### config.mk
export PLATFORM = sky130hd
export DESIGN_NAME = wb_stage
export DESIGN_NICKNAME = d
export VERILOG_FILES = /design/src/rtl/wb_stage.sv
export SDC_FILE = /design/constraint.sdc
export NUM_CORES = 1
export LEC_CHECK = 0
export BUFFER_PORTS_ARGS = -buffer_cell sky130_fd_sc_hd__buf_2
export CAP_MARGIN = 0
export CORE_MARGIN = 2
export CORE_UTILIZATION = 35
export CTS_CLUSTER_SIZE = 8
export DETAILED_ROUTE_END_ITERATION = 8
export HOLD_SLACK_MARGIN = 0.1
export MAX_ROUTING_LAYER = met4
export PLACE_DENSITY = 0.61
export REMOVE_ABC_BUFFERS = 1
export SETUP_SLACK_MARGIN = 0.3
export SLEW_MARGIN = 10
export SYNTH_ARGS = -nofsm -noshare
export SYNTH_HDL_FRONTEND = slang
export SYNTH_SLANG_ARGS = --single-unit
### constraint.sdc
create_clock -name CLK -period 1.9 [get_ports CLK]
set_input_delay 0.19 -clock CLK [delete_from_list [all_inputs] [get_ports CLK]]
set_output_delay 0.19 -clock CLK [all_outputs]
set_load 0.01 [all_outputs]
### src/rtl/wb_stage.sv
// wb_stage: MIPS write-back stage, single register-file write port.
// Handles ALU/link results and load extraction with sign extension.
module wb_stage #(
   parameter int DW       = 32,
   parameter int AW       = 5,
   parameter int LINK_REG = 31,
   parameter int LINK_OFS = 8,
   parameter int CNT_W    = 32
) (
   input  logic             CLK,
   input  logic             RST,
   input  logic             in_valid,
   output logic             in_ready,
   input  logic             in_regwrite,
   input  logic [AW-1:0]    in_rd,
   input  logic [DW-1:0]    in_alu,
   input  logic [DW-1:0]    in_pc,
   input  logic             in_is_link,
   input  logic             in_is_load,
   input  logic [1:0]       in_ld_size,
   input  logic             in_ld_uns,
   input  logic [1:0]       in_byte_off,
   input  logic             mem_rvalid,
   input  logic [DW-1:0]    mem_rdata,
   output logic             wb_we,
   output logic [AW-1:0]    wb_waddr,
   output logic [DW-1:0]    wb_wdata,
   output logic             wb_err,
   output logic [CNT_W-1:0] retired
);

   typedef enum logic {
      S_IDLE,
      S_WAIT
   } state_t;

   state_t        r_state;
   logic [AW-1:0] r_rd;
   logic          r_rw;
   logic [1:0]    r_size;
   logic          r_uns;
   logic [1:0]    r_off;

   logic          w_acc;
   logic          w_mis;
   logic [AW-1:0] w_dest;
   logic [DW-1:0] w_data;
   logic [7:0]    w_byte;
   logic [15:0]   w_half;
   logic [DW-1:0] w_ext;

   assign in_ready = (r_state == S_IDLE);
   assign w_acc    = in_valid & in_ready;
   assign w_dest   = in_is_link ? AW'(LINK_REG) : in_rd;
   assign w_data   = in_is_link ? in_pc + DW'(LINK_OFS) : in_alu;

   // Reserved sizes and unaligned half/word loads are rejected at accept
   always_comb begin
      w_mis = 1'b0;
      unique case (in_ld_size)
         2'b00:   w_mis = 1'b0;
         2'b01:   w_mis = in_byte_off[0];
         2'b10:   w_mis = (in_byte_off != 2'b00);
         default: w_mis = 1'b1;
      endcase
   end

   // Big-endian lane select and extension of the returning load word
   always_comb begin
      w_byte = 8'h00;
      w_ext  = mem_rdata;
      unique case (r_off)
         2'd0:    w_byte = mem_rdata[DW-1  -: 8];
         2'd1:    w_byte = mem_rdata[DW-9  -: 8];
         2'd2:    w_byte = mem_rdata[DW-17 -: 8];
         default: w_byte = mem_rdata[DW-25 -: 8];
      endcase
      w_half = r_off[1] ? mem_rdata[DW-17 -: 16]
                        : mem_rdata[DW-1 -: 16];
      unique case (r_size)
         2'b00:   w_ext = {{(DW-8){~r_uns & w_byte[7]}}, w_byte};
         2'b01:   w_ext = {{(DW-16){~r_uns & w_half[15]}}, w_half};
         default: w_ext = mem_rdata;
      endcase
   end

   // Control FSM with registered write-port, error and retire outputs
   always_ff @(posedge CLK or negedge RST) begin
      if (!RST) begin
         r_state  <= S_IDLE;
         r_rd     <= '0;
         r_rw     <= 1'b0;
         r_size   <= 2'b00;
         r_uns    <= 1'b0;
         r_off    <= 2'b00;
         wb_we    <= 1'b0;
         wb_waddr <= '0;
         wb_wdata <= '0;
         wb_err   <= 1'b0;
         retired  <= '0;
      end else begin
         wb_we  <= 1'b0;
         wb_err <= 1'b0;
         unique case (r_state)
            S_IDLE: begin
               if (w_acc) begin
                  if (!in_is_load) begin
                     if (in_regwrite && (w_dest != '0)) begin
                        wb_we    <= 1'b1;
                        wb_waddr <= w_dest;
                        wb_wdata <= w_data;
                     end
                     retired <= retired + 1'b1;
                  end else if (w_mis) begin
                     wb_err <= 1'b1;
                  end else begin
                     r_rd    <= in_rd;
                     r_rw    <= in_regwrite;
                     r_size  <= in_ld_size;
                     r_uns   <= in_ld_uns;
                     r_off   <= in_byte_off;
                     r_state <= S_WAIT;
                  end
               end
            end
            default: begin
               if (mem_rvalid) begin
                  if (r_rw && (r_rd != '0)) begin
                     wb_we    <= 1'b1;
                     wb_waddr <= r_rd;
                     wb_wdata <= w_ext;
                  end
                  retired <= retired + 1'b1;
                  r_state <= S_IDLE;
               end
            end
         endcase
      end
   end

endmodule

==> impl_metrics.ini, run 1 <==
[power]
leakagePower_nw = 3.59
power_per_cell_area_nw_per_um2 = 931
worst_ir_drop_vdd_mv = 0.522

[clock_tree]
worstSkewPairLatency_ps = 340
h-tree-depth = 3
cts_tree = done
worst_setup_hold_path_clk_slew_ps = 70
clk_path_buf_depth = 2
clock-sinks = 83
cts_buf_count = 9
clockRootBuffer = sky130_fd_sc_hd__clkbuf_16

[place]
dpl.cell_count = 921
post_place_setup_slack_ps = -86.6
portBuffers = 184
dp.final_hpwl_mm = 14.2
place_congestion = 0.930

[yosys]
post_synth_most_frequent_cells = 83 x sky130_fd_sc_hd__dfrtp_1, 48 x sky130_fd_sc_hd__nand2_1, 43 x sky130_fd_sc_hd__nor2_1, 23 x sky130_fd_sc_hd__nand4_1
postSynthAreaPerCell_um2 = 9.43
synth_top_cell_area_share = 0.412
synthMostInstantiatedCell = sky130_fd_sc_hd__dfrtp_1
async_flop_share = 1.00
yosys-top-cells-area = sky130_fd_sc_hd__dfrtp_1 41%, sky130_fd_sc_hd__mux2_2 4.0%, sky130_fd_sc_hd__xnor2_1 3.6%, sky130_fd_sc_hd__xor2_1 3.6%, sky130_fd_sc_hd__nand2_1 3.6%
postSynthCellCount = 535
yosysSeqAreaShare = 0.412
count_of_synthesis_stage_warnings_from_yosys = 0
synth_cell_type_count = 64
syn-cell-area_um2 = 5050
netlist.top_cell.by_area = sky130_fd_sc_hd__dfrtp_1
synth_seq_cells = 83
synth_enable_flop_cells = 0
yosys_most_used_dff = sky130_fd_sc_hd__dfrtp_1

[detailed_routing]
vias_per_cell = 5.57
avgRoutedWirePerCell_um = 19.8
detailedRoute.firstIterationViolations = 447
1st_pass_router_iterations = 5
routed-via-count = 5382
route.final.wire_length_mm = 19.1
remaining_drc_errors = 0
ant_nets = 0

[finish]
nets = 893
area_growth_pct = 48.9
fillers = 1302
final_core_utilization = 0.537
multiInputGateArea_um2 = 3100
post_route_cells_drive_above_1_share = 0.452
finalNonFillerCells = 966
register_area_um2 = 2080

[floorplanning]
row_count = 43
core_um2 = 14000
chipWidth_um = 124
initial_core_util = 0.361
dieHeight_um = 124
ioPinCount = 185
die_footprint_um2 = 15400

[timing]
finalSetupViolCount = 0
post-route-min-period_ps = 1900
worstMarginPinSlew_ps = 526
timing.final.max_slew_violations = 0
final_hold_viol_count = 0
period_share = 0.999
fin_ws_ps = 2.23
max_clock_freq_mhz = 527
worst_slew_margin_rel = 0.648
hold-worst-slack_ps = 105
fin_worst_skew_ps = 7.52
grt_setup_unrepaired = true

[min_path]
hp-class = in2reg

[setup_path]
critPathLaunchType = register
cp.required_ps = 2120
critical_path_start_end_classification = reg2reg
r2r_cells = 7
worst-endpoint-arrival_ps = 2120
ff2ff_setup_slack_ps = 2
worst_r2r_startpoint = r_rd[2]
crit_path_end = wb_wdata[25]
worst-path-max-fanout = 6
crit-reg2reg-capture = wb_wdata[25]
critPathLaunch = r_rd[2]
crit_path_end_kind = register

[global_route]
grt_max_degree = 43
grt_antenna_before_repair = 3
grt_remaining_overflow = 0
first_pass_grt_wire_length_mm = 28.8
grt_pass1_vias = 5397
groute.usage.overall = 0.254

[job]
reported_max_cap_violation_count = 0

[status]
status = completed
[power by group]
group | total (mW) | internal [mW] | switching, mW
Clock | 2.04 | 1.32 | 0.725
Sequential | 2.54 | 2.19 | 0.351
Combinational | 2.41 | 1.12 | 1.29
[worst min-delay path by stage]
| stage | to | start | slack [ps] | depth (start not counted) |
|---|---|---|---|---|
| final | r_rw | in_regwrite | 100 | 2 |
| after global routing | r_rw | in_regwrite | 110 | 2 |
| after CTS | r_rw | in_regwrite | 100 | 2 |
| after detailed placement | retired[9] | RST | 100 | 1 |
| after global placement | retired[9] | RST | 90 | 1 |
| after floorplan | r_off[0] | RST | -110 | 0 |
[flip-flops by register name, summed over array words and instances, names as in the netlist]
register  count
r_state       1
r_rw          1
wb_we         1
r_off         2
wb_waddr      5
r_size        2
wb_err        1
wb_wdata     32
r_uns         1
r_rd          5
retired      32
[metal layers]
layer,share of wire,track usage,vias up
met3,0.079,0.0504,36
met5,0,-,-
met2,0.46,0.402,270
met1,0.43,0.320,2573
li1,-,-,2503
met4,0.030,0.103,0
[critical path: stages (launching register included)]
cell	delay, ps
sky130_fd_sc_hd__dfrtp_1	390
sky130_fd_sc_hd__or4_4	540
sky130_fd_sc_hd__o2111ai_2	170
sky130_fd_sc_hd__and2_4	210
sky130_fd_sc_hd__buf_8	140
sky130_fd_sc_hd__buf_12	110
sky130_fd_sc_hd__clkbuf_16	140
sky130_fd_sc_hd__o41ai_2	70
[layout make-up]
cell class / count / share of cell area
Antenna cell: 3 / 0.000999
Clock inverter: 5 / 0.0133
Inverter: 12 / 0.00666
Sequential cell: 83 / 0.277
Tap cell: 180 / 0.0300
Timing Repair Buffer: 260 / 0.227
Multi-Input combinational cell: 412 / 0.413
Clock buffer: 11 / 0.0323
[per-stage QoR]
stage          instance area, um^2  setup TNS (ps)  total power [mW]
2_1_floorplan                 4910          -18270              3.60
3_3_place_gp                  6510            -194              4.71
3_5_place_dp                  6510            -920              4.76
4_1_cts                       7080               0              6.88
5_1_grt                       7510            -773              7.38
6_report                      7510               0              6.99
[kinds of logic (layout without fill, tap and decap cells)]
family                   count (synthesis)  count (layout)  share of synthesized area
buffers and inverters                   40             288                     0.0364
XOR/XNOR                                42              42                     0.0729
other                                    0               3                          0
flip-flops                              83              83                      0.412
AND/OR/NAND/NOR                        200             200                      0.210
adder cells (fa/ha/maj)                  2               2                    0.00496
AO/OA/AOI/OAI                          134             134                      0.192
multiplexers                            34              34                     0.0721
[cells in the final DEF, fill, tap and decap left out, drive strengths merged, types with 13 or more instances in the layout]
cell type	n
xnor2	21
mux2	19
nor2	43
dfrtp	83
o21ai	22
xor2	21
nor3	15
nand2	48
nand3	16
a21oi	21
nand4	23
o22ai	13
buf	255
mux2i	15
[timing repair]
action | in CTS | in global routing
cloned | 0 | 1
setup buffers | 7 | 14
hold buffers | 4 | 0
setup endpoints to repair | 77 | 77
pin swaps | 21 | 16
resized for setup | 36 | 53
endpoints found under the hold margin | 62 | 0
(Power assumes the default switching activity.)
==> inputs of run 2 (changes only) <==
- CTS_BUF_LIST: not set -> sky130_fd_sc_hd__clkbuf_8
- GPL_ROUTABILITY_DRIVEN: not set -> 1
==> run 2 against run 1 <==
Effect of this change: the run now ends with negative setup slack left; critical path depth increased by 1; sequential share of layout area is essentially flat; flip-flop and latch count unchanged; worst hold slack better by 19 ps; non-clock buffer count is 7 higher; setup slack worse by 42 ps; highest routed layer unchanged; sequential power hardly changed; routed wire length up 0.71%; design area about the same; combinational power about the same; total power decreased by 6.0%; largest power group unchanged; first-iteration DRC count decreased by 3.1%.
==> impl_metrics.ini, run 2 (same netlist as run 1, synthesis figures left out) <==
[status]
status = finished, violations left
failed_checks = negative setup slack

[detailed_routing]
avgRoutedWirePerCell_um = 19.8
detailedRoute.firstIterationViolations = 433
routed-via-count = 5357
1st_pass_router_iterations = 7
vias_per_cell = 5.51
route.final.wire_length_mm = 19.3
remaining_drc_errors = 0
ant_nets = 0

[floorplanning]
initial_core_util = 0.361
die_footprint_um2 = 15400
ioPinCount = 185
dieHeight_um = 124
row_count = 43
core_um2 = 14000
chipWidth_um = 124

[power]
worst_ir_drop_vdd_mv = 0.399
power_per_cell_area_nw_per_um2 = 874
totalPowerFinal_mw = 6.58
leakagePower_nw = 3.59

[finish]
final_core_utilization = 0.538
layout.cells.most_common_list = 183 x sky130_fd_sc_hd__buf_2, 81 x sky130_fd_sc_hd__dfrtp_1, 47 x sky130_fd_sc_hd__buf_4, 40 x sky130_fd_sc_hd__nor2_1, 33 x sky130_fd_sc_hd__nand2_1
mostFrequentLayoutCell = sky130_fd_sc_hd__buf_2
reg.largest.list = retired (32), wb_wdata (32)
post_route_cells_drive_above_1_share = 0.456
area_growth_pct = 49.0
nets = 900

[setup_path]
critical_path_start_end_classification = reg2reg
worst_path_largest_cell_delay_ps = 540
worst-path-max-fanout = 6
crit_buf_inv = 3
cp.required_ps = 2160
worst_path_most_repeated_cell = sky130_fd_sc_hd__buf_12
critPathLaunchType = register
cp_top_family = simple AND/OR/NAND/NOR gates
cp_cell_sequence = or4_4, o2111ai_2, and2_4, buf_8, buf_12, buf_12, nand2_1, o41ai_2
worst-endpoint-arrival_ps = 2200
crit_path_end_kind = register
crit_slowest_cell = sky130_fd_sc_hd__or4_4

[timing]
max_clock_freq_mhz = 516
fin_ws_ps = -39.4
fin_setup_tns_ps = -278
post-route-min-period_ps = 1940
grt_setup_unrepaired = true
period_share = 1.02
timing.final.max_slew_violations = 0
finalSetupViolCount = 14
fin_worst_skew_ps = 7.68
final_hold_viol_count = 0
worstMarginPinSlew_ps = 528
worst_slew_margin_rel = 0.647

[clock_tree]
worstSkewPairLatency_ps = 370
h-tree-depth = 3
worst_setup_hold_path_clk_slew_ps = 90
cts_tree = done
cts_buf_count = 9
clk_path_buf_depth = 2
clock-sinks = 83
clockRootBuffer = sky130_fd_sc_hd__clkbuf_8

[place]
portBuffers = 184
post_place_setup_slack_ps = -86.6
place_congestion = 0.930
dp.final_hpwl_mm = 14.2

[global_route]
grt_max_degree = 43
groute.usage.overall = 0.256
grt_remaining_overflow = 0
grt_pass1_vias = 5438
first_pass_grt_wire_length_mm = 28.9
grt_antenna_before_repair = 3

[min_path]
hp-class = in2reg

[job]
reported_max_cap_violation_count = 0
[run 2: cell count changes in the layout (fill, tap and decap cells not counted), moves of 2 or more]
cell,previous run,this run
sky130_fd_sc_hd__dlygate4sd3_1,4,10
sky130_fd_sc_hd__nand2_2,7,11
sky130_fd_sc_hd__buf_4,49,47
sky130_fd_sc_hd__nand2_1,38,33
sky130_fd_sc_hd__clkbuf_8,1,10
sky130_fd_sc_hd__clkbuf_16,10,1
[run 2: final cells by class]
| cell class | count | area [um^2] |
|---|---|---|
| timing repair buffer | 267 | 1800 |
| antenna | 3 | 7.51 |
| fill | 1314 | 6470 |
| clock inverter | 6 | 104 |
| multi-input combinational | 412 | 3120 |
| inverter | 12 | 50.0 |
| clock buffer | 10 | 138 |
| tap | 180 | 225 |
| sequential | 83 | 2080 |
[run 2: worst paths after layout]
| path | startpoint | end | slack, ps | cells past startpoint |
|---|---|---|---|---|
| worst min-delay path | in_rd[2] | r_rd[2] | 120 | 2 |
| worst max register to register | r_rd[0] | wb_wdata[20] | -40 | 8 |
| worst min register to register | wb_wdata[29] | wb_wdata[29] | 490 | 2 |
| max in group asynchronous | RST | retired[24] | 1040 | 3 |
| worst max-delay path | r_rd[0] | wb_wdata[20] | -40 | 8 |
| min in group asynchronous | RST | retired[9] | 250 | 2 |
[run 2: where the power goes]
group | total (mW) | switching, mW | internal [mW]
Combinational | 2.44 | 1.30 | 1.14
Sequential | 2.55 | 0.363 | 2.18
Clock | 1.58 | 0.683 | 0.901
Total | 6.58 | 2.35 | 4.23
[run 2: per-stage QoR]
stage	cell area [um^2]	hold WS (ps)	cells
floorplan	4910	-106	507
global placement	6510	94.4	921
detailed placement	6510	101	921
CTS	7040	100	954
global route	7520	108	973
finish	7520	124	973
[run 2: routing by layer]
| metal | wire length (um) | share of wire | GRT usage |
|---|---|---|---|
| met4 | 339 | 0.018 | 0.0892 |
| met3 | 1560 | 0.081 | 0.0568 |
| met2 | 9140 | 0.47 | 0.411 |
| met1 | 8220 | 0.43 | 0.318 |
| met5 | 0 | 0 | - |
[run 2: worst reg2reg max path, stage by stage (launching register included)]
cell	delay, ps
sky130_fd_sc_hd__dfrtp_1	400
sky130_fd_sc_hd__or4_4	540
sky130_fd_sc_hd__o2111ai_2	200
sky130_fd_sc_hd__and2_4	210
sky130_fd_sc_hd__buf_8	150
sky130_fd_sc_hd__buf_12	120
sky130_fd_sc_hd__buf_12	100
sky130_fd_sc_hd__nand2_1	70
sky130_fd_sc_hd__o41ai_2	50
[run 2: what timing repair did]
action | in CTS | in global routing
hold buffers | 10 | 0
resized for setup | 36 | 65
hold endpoints to repair | 69 | 0
pin swaps | 22 | 21
setup endpoints to repair | 77 | 77
setup buffers | 7 | 15
cloned | 0 | 1
==> inputs of run 3 (changes only) <==
- CTS_CLUSTER_DIAMETER: not set -> 80
- PLACE_DENSITY: 0.61 -> 0.59
- clock period: 1.9 -> 2.31 ns (I/O delays scaled with it)
==> run 3 against run 2 <==
Effect of this change: the flow now finishes without violations; die area unchanged; first-iteration DRC count is 4.6% higher; flip-flop and latch count stayed put; largest cell class unchanged; sequential power is 19% lower; critical path depth did not move; critical path type is now in2reg; critical endpoint is now wb_wdata[25]; clock skew up 4.5 ps; sequential share of layout area increased by 3.7 points; register-to-register slack gained 420 ps; highest routed layer unchanged; combinational power fell by 27%; setup slack better by 410 ps.
==> impl_metrics.ini, run 3 (same netlist as run 1, synthesis figures left out) <==
[clock_tree]
clockRootBuffer = sky130_fd_sc_hd__clkbuf_8
worst_setup_hold_path_clk_slew_ps = 100
h-tree-depth = 3
clock-sinks = 83
clk_path_buf_depth = 2
cts_tree = done
cts_buf_count = 9
worstSkewPairLatency_ps = 370

[finish]
nets = 851
reg.largest.list = retired (32), wb_wdata (32)
mostFrequentLayoutCell = sky130_fd_sc_hd__buf_2
post_route_cells_drive_above_1_share = 0.354
fillers = 1407
final_core_utilization = 0.474
layout.cells.most_common_list = 183 x sky130_fd_sc_hd__buf_2, 83 x sky130_fd_sc_hd__dfrtp_1, 48 x sky130_fd_sc_hd__nand2_1, 43 x sky130_fd_sc_hd__nor2_1, 25 x sky130_fd_sc_hd__buf_4
area_growth_pct = 31.4

[job]
reported_max_cap_violation_count = 0

[global_route]
grt-busiest-layer = met2
grtUsageMet2 = 0.372
grt_pass1_vias = 5037
grt_remaining_overflow = 0
global_route.usage.met3 = 0.0440
groute.usage.overall = 0.241
grt_use_met1 = 0.310
grt_max_degree = 52
grt_antenna_before_repair = 4
first_pass_grt_wire_length_mm = 27.0

[min_path]
whs_path_depth = 2
hold_path_startpoint = in_rd[0]
hp-class = in2reg

[setup_path]
worst-endpoint-arrival_ps = 2200
worst_r2r_startpoint = r_off[1]
worst_path_largest_cell_delay_ps = 550
worst-path-max-fanout = 17
cp_cell_sequence = dlygate4sd3_1, buf_2, and4bb_2, o31ai_4, and2_4, buf_12, clkbuf_16, o41ai_1
ff2ff_setup_slack_ps = 380
r2r_cells = 5
crit_path_end_kind = register
critPathLaunch = in_regwrite
critical_path_start_end_classification = in2reg
cp.required_ps = 2560
critPathLaunchType = input pin
crit_slowest_cell = sky130_fd_sc_hd__dlygate4sd3_1

[place]
dp.final_hpwl_mm = 13.4
portBuffers = 184
post_place_setup_slack_ps = 230
place_congestion = 0.957

[detailed_routing]
ant_nets = 0
remaining_drc_errors = 0
1st_pass_router_iterations = 5
routed-via-count = 5246
route.final.wire_length_mm = 18.1
vias_per_cell = 5.67
detailedRoute.firstIterationViolations = 453
avgRoutedWirePerCell_um = 19.5

[timing]
fin_ws_ps = 369
grt_setup_unrepaired = true
fin_worst_skew_ps = 12.2
period_share = 0.840
final_hold_viol_count = 0
timing.final.max_slew_violations = 0
max_clock_freq_mhz = 515
finalSetupViolCount = 0
worstMarginPinSlew_ps = 1100
post-route-min-period_ps = 1940
worst_slew_margin_rel = 0.265

[floorplanning]
initial_core_util = 0.361
die_footprint_um2 = 15400
dieHeight_um = 124
ioPinCount = 185
core_um2 = 14000
row_count = 43
chipWidth_um = 124

[status]
status = completed

[power]
leakagePower_nw = 3.10
worst_ir_drop_vdd_mv = 0.328
power_per_cell_area_nw_per_um2 = 750
run 3: final cells by class:
type                       count  area (um^2)  share of cell area
inverter                      12         56.3             0.00849
sequential                    83         2080               0.313
multi-input combinational    412         2790               0.421
tap                          180          225              0.0340
timing repair buffer         218         1260               0.190
clock buffer                  10          138              0.0208
antenna                        5         12.5             0.00189
clock inverter                 6         71.3              0.0108
run 3: path summary, 6_finish.rpt:
kind / end
hold reg to reg: retired[31]
setup reg to reg: wb_wdata[12]
hold / removal: r_rd[0]
max in group asynchronous: retired[30]
setup / recovery: wb_wdata[25]
min in group asynchronous: wb_waddr[3]
run 3: report_power, final:
group | internal, mW | switching, mW
combinational | 0.778 | 0.997
clock | 0.539 | 0.597
sequential | 1.80 | 0.267
total | 3.11 | 1.86
run 3: per-stage QoR:
stage                     TNS, ps  power [mW]  std cells  hold slack, ps  area (um^2)
after global placement          0        3.78        894             223         6270
after floorplan             -2860        2.96        507           -64.6         4910
after detailed placement        0        3.82        894             224         6270
final                           0        4.97        926             129         6630
after CTS                       0        4.98        915             107         6530
after global routing            0        5.29        925             110         6630
run 3: per-layer routing:
metal	vias to the layer above	routed length [um]
met5	-	0
met4	0	494
met3	32	1350
met2	270	8250
met1	2519	7990
li1	2425	-
run 3: repair_timing:
action | CTS | global route
hold buffers | 5 | 0
pin swaps | 0 | 1
resized for setup | 2 | 5
setup buffers | 0 | 5
setup endpoints to repair | 5 | 26
cloned | 0 | 1
hold endpoints to repair | 36 | 0
run 3: worst max-delay path, delay by kind of cell:
kind                   cells  cell delay [ps]
AND/OR/NAND/NOR            2              500
buffers and inverters      4              970
AO/OA/AOI/OAI              2              470
